**config.mk**
```make
export PLATFORM = sky130hd
export DESIGN_NAME = alu_stream_arb
export DESIGN_NICKNAME = d
export VERILOG_FILES = /design/src/rtl/alu_arb_pkg.sv /design/src/rtl/alu_arb_oreg.sv /design/src/rtl/alu_stream_arb.sv
export SDC_FILE = /design/constraint.sdc
export NUM_CORES = 1
export LEC_CHECK = 0
export CORE_AREA = 10 10 79 81
export DETAILED_ROUTE_END_ITERATION = 8
export DIE_AREA = 0 0 89 91
export PLACE_DENSITY = 0.85
export SLEW_MARGIN = 15
export SYNTH_ARGS = -nofsm -noshare
export SYNTH_HDL_FRONTEND = slang
export SYNTH_SLANG_ARGS = --single-unit
```
**constraint.sdc**
```tcl
create_clock -name clk_clk -period 5.39 [get_ports clk_clk]
set_input_delay 1.3475 -clock clk_clk [delete_from_list [all_inputs] [get_ports clk_clk]]
set_output_delay 1.3475 -clock clk_clk [all_outputs]
set_load 0.005 [all_outputs]
```
**src/rtl/alu_arb_pkg.sv**
```systemverilog
// alu_arb_pkg: shared constants and types for the two-source ALU stream arbiter
package alu_arb_pkg;
   localparam int DATA_W_DEF    = 32;
   localparam int BURST_MAX_DEF = 4;
   localparam int CNT_W         = 4;
   typedef enum logic {SRC_ALU0 = 1'b0, SRC_ALU1 = 1'b1} src_t;
endpackage

```
**src/rtl/alu_arb_oreg.sv**
```systemverilog
// alu_arb_oreg: single-entry registered output slot with valid/ready handshake
// Ports: clk/rst (sync, active-high); load/load_data (and load_chan when
// ALU_STREAM_ARB_CHANNEL_EN is defined) write the slot; out_valid/out_data
// (and out_chan) come straight from flops; out_ready drains; slot_free tells
// the arbiter a word can be taken this cycle.
module alu_arb_oreg
   import alu_arb_pkg::*;
#(
   parameter int DATA_W = DATA_W_DEF
) (
   input  logic              clk,
   input  logic              rst,
   input  logic              load,
   input  logic [DATA_W-1:0] load_data,
`ifdef ALU_STREAM_ARB_CHANNEL_EN
   input  logic              load_chan,
   output logic              out_chan,
`endif
   output logic              slot_free,
   output logic              out_valid,
   output logic [DATA_W-1:0] out_data,
   input  logic              out_ready
);
   logic [DATA_W-1:0] data_q, data_d;
   logic              valid_q, valid_d;
`ifdef ALU_STREAM_ARB_CHANNEL_EN
   logic              chan_q, chan_d;
`endif
   always_comb begin
      data_d  = load ? load_data : data_q;
      // a load in the same cycle as a drain keeps the slot occupied
      valid_d = load | (valid_q & ~out_ready);
`ifdef ALU_STREAM_ARB_CHANNEL_EN
      chan_d  = load ? load_chan : chan_q;
`endif
   end
   always_ff @(posedge clk) begin
      if (rst) begin
         data_q  <= '0;
         valid_q <= 1'b0;
`ifdef ALU_STREAM_ARB_CHANNEL_EN
         chan_q  <= 1'b0;
`endif
      end else begin
         data_q  <= data_d;
         valid_q <= valid_d;
`ifdef ALU_STREAM_ARB_CHANNEL_EN
         chan_q  <= chan_d;
`endif
      end
   end
   assign slot_free = ~valid_q | out_ready;
   assign out_valid = valid_q;
   assign out_data  = data_q;
`ifdef ALU_STREAM_ARB_CHANNEL_EN
   assign out_chan  = chan_q;
`endif
endmodule

```
**src/rtl/alu_stream_arb.sv**
```systemverilog
// alu_stream_arb: merges two ALU result streams with burst-limited round-robin
// Ports: clk_clk (clock), reset_reset (sync, active-high); alu0_out_* and
// alu1_out_* are valid/ready source streams; merged_* is the registered
// downstream stream. Defining ALU_STREAM_ARB_CHANNEL_EN adds merged_channel,
// the source index of the word currently on merged_data.
module alu_stream_arb
   import alu_arb_pkg::*;
#(
   parameter int DATA_W    = DATA_W_DEF,
   parameter int BURST_MAX = BURST_MAX_DEF
) (
   input  logic              clk_clk,
   input  logic              reset_reset,
   input  logic [DATA_W-1:0] alu0_out_data,
   input  logic              alu0_out_valid,
   output logic              alu0_out_ready,
   input  logic [DATA_W-1:0] alu1_out_data,
   input  logic              alu1_out_valid,
   output logic              alu1_out_ready,
`ifdef ALU_STREAM_ARB_CHANNEL_EN
   output logic              merged_channel,
`endif
   output logic [DATA_W-1:0] merged_data,
   output logic              merged_valid,
   input  logic              merged_ready
);
   src_t             owner_q, owner_d, gnt_src;
   logic [CNT_W-1:0] cnt_q, cnt_d;
   logic             slot_free, fire;
   logic             below_max;
   always_comb begin
      below_max = cnt_q < CNT_W'(BURST_MAX);
      // grant looks only at state and valids; slot_free merely gates the readies
      gnt_src = (alu0_out_valid & alu1_out_valid)
              ? (below_max ? owner_q : src_t'(~owner_q))
              : (alu1_out_valid ? SRC_ALU1 : SRC_ALU0);
      fire = (alu0_out_valid | alu1_out_valid) & slot_free & ~reset_reset;
      alu0_out_ready = fire & (gnt_src == SRC_ALU0);
      alu1_out_ready = fire & (gnt_src == SRC_ALU1);
      owner_d = fire ? gnt_src : owner_q;
      cnt_d = !fire ? cnt_q
            : (gnt_src != owner_q) ? CNT_W'(1)
            : below_max ? cnt_q + CNT_W'(1) : cnt_q;
   end
   always_ff @(posedge clk_clk) begin
      if (reset_reset) begin
         owner_q <= SRC_ALU0;
         cnt_q   <= '0;
      end else begin
         owner_q <= owner_d;
         cnt_q   <= cnt_d;
      end
   end
   alu_arb_oreg #(.DATA_W(DATA_W)) u_oreg (
      .clk       (clk_clk),
      .rst       (reset_reset),
      .load      (fire),
      .load_data (gnt_src == SRC_ALU1 ? alu1_out_data : alu0_out_data),
`ifdef ALU_STREAM_ARB_CHANNEL_EN
      .load_chan (gnt_src == SRC_ALU1),
      .out_chan  (merged_channel),
`endif
      .slot_free (slot_free),
      .out_valid (merged_valid),
      .out_data  (merged_data),
      .out_ready (merged_ready)
   );
endmodule

```
==> results by group <==
Run status
  • Result of the run: finished clean

GRT
  • Final global-route overflow total: 0
  • Wire length of the first global-routing pass: 10.09 mm
  • Number of antenna violations at the first check in global routing: 0
  • Global-route total usage across every layer: 0.1550
  • Pin count of the biggest net entering global routing: 52
  • Via count of the first global-routing pass: 2,005

Synth
  • Count of warnings emitted by yosys: 0
  • Synthesized area: 1861 um^2
  • Flip-flop and latch count after synthesis: 38
  • Synthesized instance count: 220
  • EDFF count, synth: 0
  • Number of distinct standard cells referenced by the synthesized netlist: 28
  • Post-synth ARST share: 0
  • Top_reg_cell synth: dfxtp_1
  • Fraction of the yosys area taken by sequential cells: 0.4089
  • Post-synthesis area per instance: 8.457 um^2
  • Mapped Nets: 290

Timing
  • Accumulated negative setup slack: 0 ps
  • Actual transition at the worst max-transition pin: 554.3 ps
  • Peak clock frequency supported by timing: 208.2 MHz
  • Worst rel slew slack: 0.6304
  • Post-route fraction of the period consumed by the critical path: 0.8913
  • RSZ-0062 raised after global routing: no
  • Period minus WS final: 4804 ps
  • Clk_skew: 7.123 ps
  • Final max-slew violation count: 0
  • Final Setup Violations: 0
  • Number of hold-slack violations in the final timing report: 0

Floorplanning
  • Row count: 25
  • Area of the core: 4661 um^2
  • Area of the die: 8099 um^2
  • Initial Util: 0.3992
  • Die Y-Extent: 91 um
  • Die Span X: 89 um
  • Number of top-level design ports: 104

Worst setup path
  • R2R cell count: 5
  • Crit. End Element: output pin
  • FF-to-FF setup slack: 3240 ps
  • Logic depth of the worst setup path including buffers: 5
  • Crit start category: input port
  • Delay contributed by the slowest stage of the critical path: 650 ps
  • Worst r2r dst: u_oreg.out_data[24]
  • Cells traversed along the worst timing path: clkdlybuf4s50_1 > nor2_1 > or3_2 > nor2_1 > clkdlybuf4s50_1
  • Worst Setup EP: alu0_out_ready
  • Launch point of the critical path: alu1_out_valid
  • Number of buffers and inverters on the critical path: 2
  • Top Family by Delay on Critical Path: buffers and inverters
  • Crit Path Class: in2out
  • Worst R2R Start: u_oreg.out_valid
  • CP Data Arrival Time: 3460 ps
  • Maximum fanout along the worst path: 19
  • Required @ worst endpoint: 4040 ps
  • Worst path slowest cell: or3_2

Power
  • Maximum vdd drop: 0.1882 mV
  • Pwr Density: 268.5 nW/um^2
  • Static Leak: 1.034 nW

Clock network
  • Clock-pin slew reported for the worst setup and hold paths after clock tree synthesis: 80 ps
  • Deepest clock path buffer count: 2
  • CTS Root Cell: clkbuf_8
  • Num Clock Sinks: 38
  • Number of CTS-inserted buffers: 5
  • Quantity of hold-fixing buffers added after cts: 0
  • Number of resized instances in the post-cts repair step: 0
  • Worst-Skew Late Latency: 290 ps
  • CTS tree: yes
  • Post-CTS setup buffer count: 0
  • H-tree depth: 2

Place
  • DP HPWL: 4.553 mm
  • Final GP Congestion: 0.7801
  • Number of input and output port buffers inserted: 103

Cells and area
  • Fill count: 407
  • Share of post-route cells with drive strength above 1: 0.1146
  • Nets: 383
  • Antenna diode count: 0
  • Layout overhead on the synthesized area: 61.06%
  • Top library cells by usage in the layout, fill and taps aside: 103 x clkdlybuf4s50_1, 53 x nor3_1, 38 x nor2_1, 38 x dfxtp_1, 29 x nor4_1
  • Most common library cell in the layout ignoring fill and taps: clkdlybuf4s50_1
  • Final core utilization: 0.6430

Drt
  • DRC violations left: 0
  • Total Wirelength: 6.314 mm
  • Routed length per instance: 17.16 um
  • Count of routing violations after the opening detailed-route iteration: 88
  • Vias post-DR: 1,966
  • Drt pass-1 iters: 4
  • Number of nets still failing antenna checks after routing: 0
  • Via-per-instance ratio: 5.342

Job
  • Number of maximum-capacitance violations: 0

Hold path
  • Hold Crit Class: reg2reg
## tightest hold or removal path, delay by kind of cell (launching register included)
| kind | cells | cell delay (ps) |
|---|---|---|
| flip-flops | 1 | 310 |
| AND/OR/NAND/NOR | 2 | 140 |
## final cells by class
type                            count  area, um^2  share of cell area
Tap cell                           54       67.56             0.02255
Inverter                            3       11.26            0.003758
Multi-Input combinational cell    157       945.9              0.3157
Timing Repair Buffer              108        1069              0.3566
Sequential cell                    38       760.7              0.2539
Clock buffer                        6       82.58             0.02756
Clock inverter                      2       60.06             0.02004
## stage by stage
stage,worst slack (ps),cells,instance area (um^2),hold slack (ps),power (mW)
CTS,575.2,368,2997,496.5,0.8125
floorplan,1701,220,1861,459.5,0.4044
finish,586.1,368,2997,492.3,0.8046
global route,484.8,368,2997,509.5,0.8415
detailed placement,587.7,360,2854,480.8,0.5114
global placement,595.9,360,2854,473.4,0.5076
## kinds of logic (layout without fill, tap and decap cells)
group,after synthesis,in the layout,synth area share
AOI/OAI and AO/OA,7,7,0.03295
adders and majority gates,1,1,0.006724
buffers and inverters,25,119,0.08675
DFF,38,38,0.4089
and+or+nand+nor,149,149,0.4647
## state kept, by name (all words and copies together), names as in the netlist
| register | cells |
|---|---|
| cnt_q | 4 |
| owner_q | 1 |
| u_oreg.out_data | 32 |
| u_oreg.out_valid | 1 |
## cells in the mapped netlist (all sizes together), types with 2 or more instances
cell type  number  area [um^2]
inv             3        11.26
nor3           66        395.4
nor4           32        219.0
a211oi          2        15.01
clkbuf          8        30.03
nand2b          2        12.51
buf            14        120.1
nor2           39        153.9
nor2b           2        12.51
a31o            2        17.52
dfxtp          38        760.7
## layer usage
| metal | vias up | GRT usage | part of all wire |
|---|---|---|---|
| met3 | 9 | 0.06256 | 0.091 |
| li1 | 982 | - | - |
| met4 | 0 | 0.05570 | 0.014 |
| met2 | 60 | 0.2563 | 0.49 |
| met1 | 915 | 0.1739 | 0.41 |
| met5 | - | 0 | 0 |
## worst min path at each step
stage | start | to | cells after the start
global placement | cnt_q[0] | cnt_q[0] | 2
CTS | u_oreg.out_data[11] | u_oreg.out_data[11] | 2
global route | u_oreg.out_data[16] | u_oreg.out_data[16] | 2
detailed placement | u_oreg.out_data[16] | u_oreg.out_data[16] | 2
floorplan | cnt_q[0] | cnt_q[0] | 2
finish | u_oreg.out_data[11] | u_oreg.out_data[11] | 2
## report_power, final
part           switching [mW]  internal, mW  leakage [nW]
registers              0.0118         0.304         0.314
clock network           0.104         0.197        0.0714
logic                  0.0797         0.108         0.649
(Power assumes the default switching activity.)
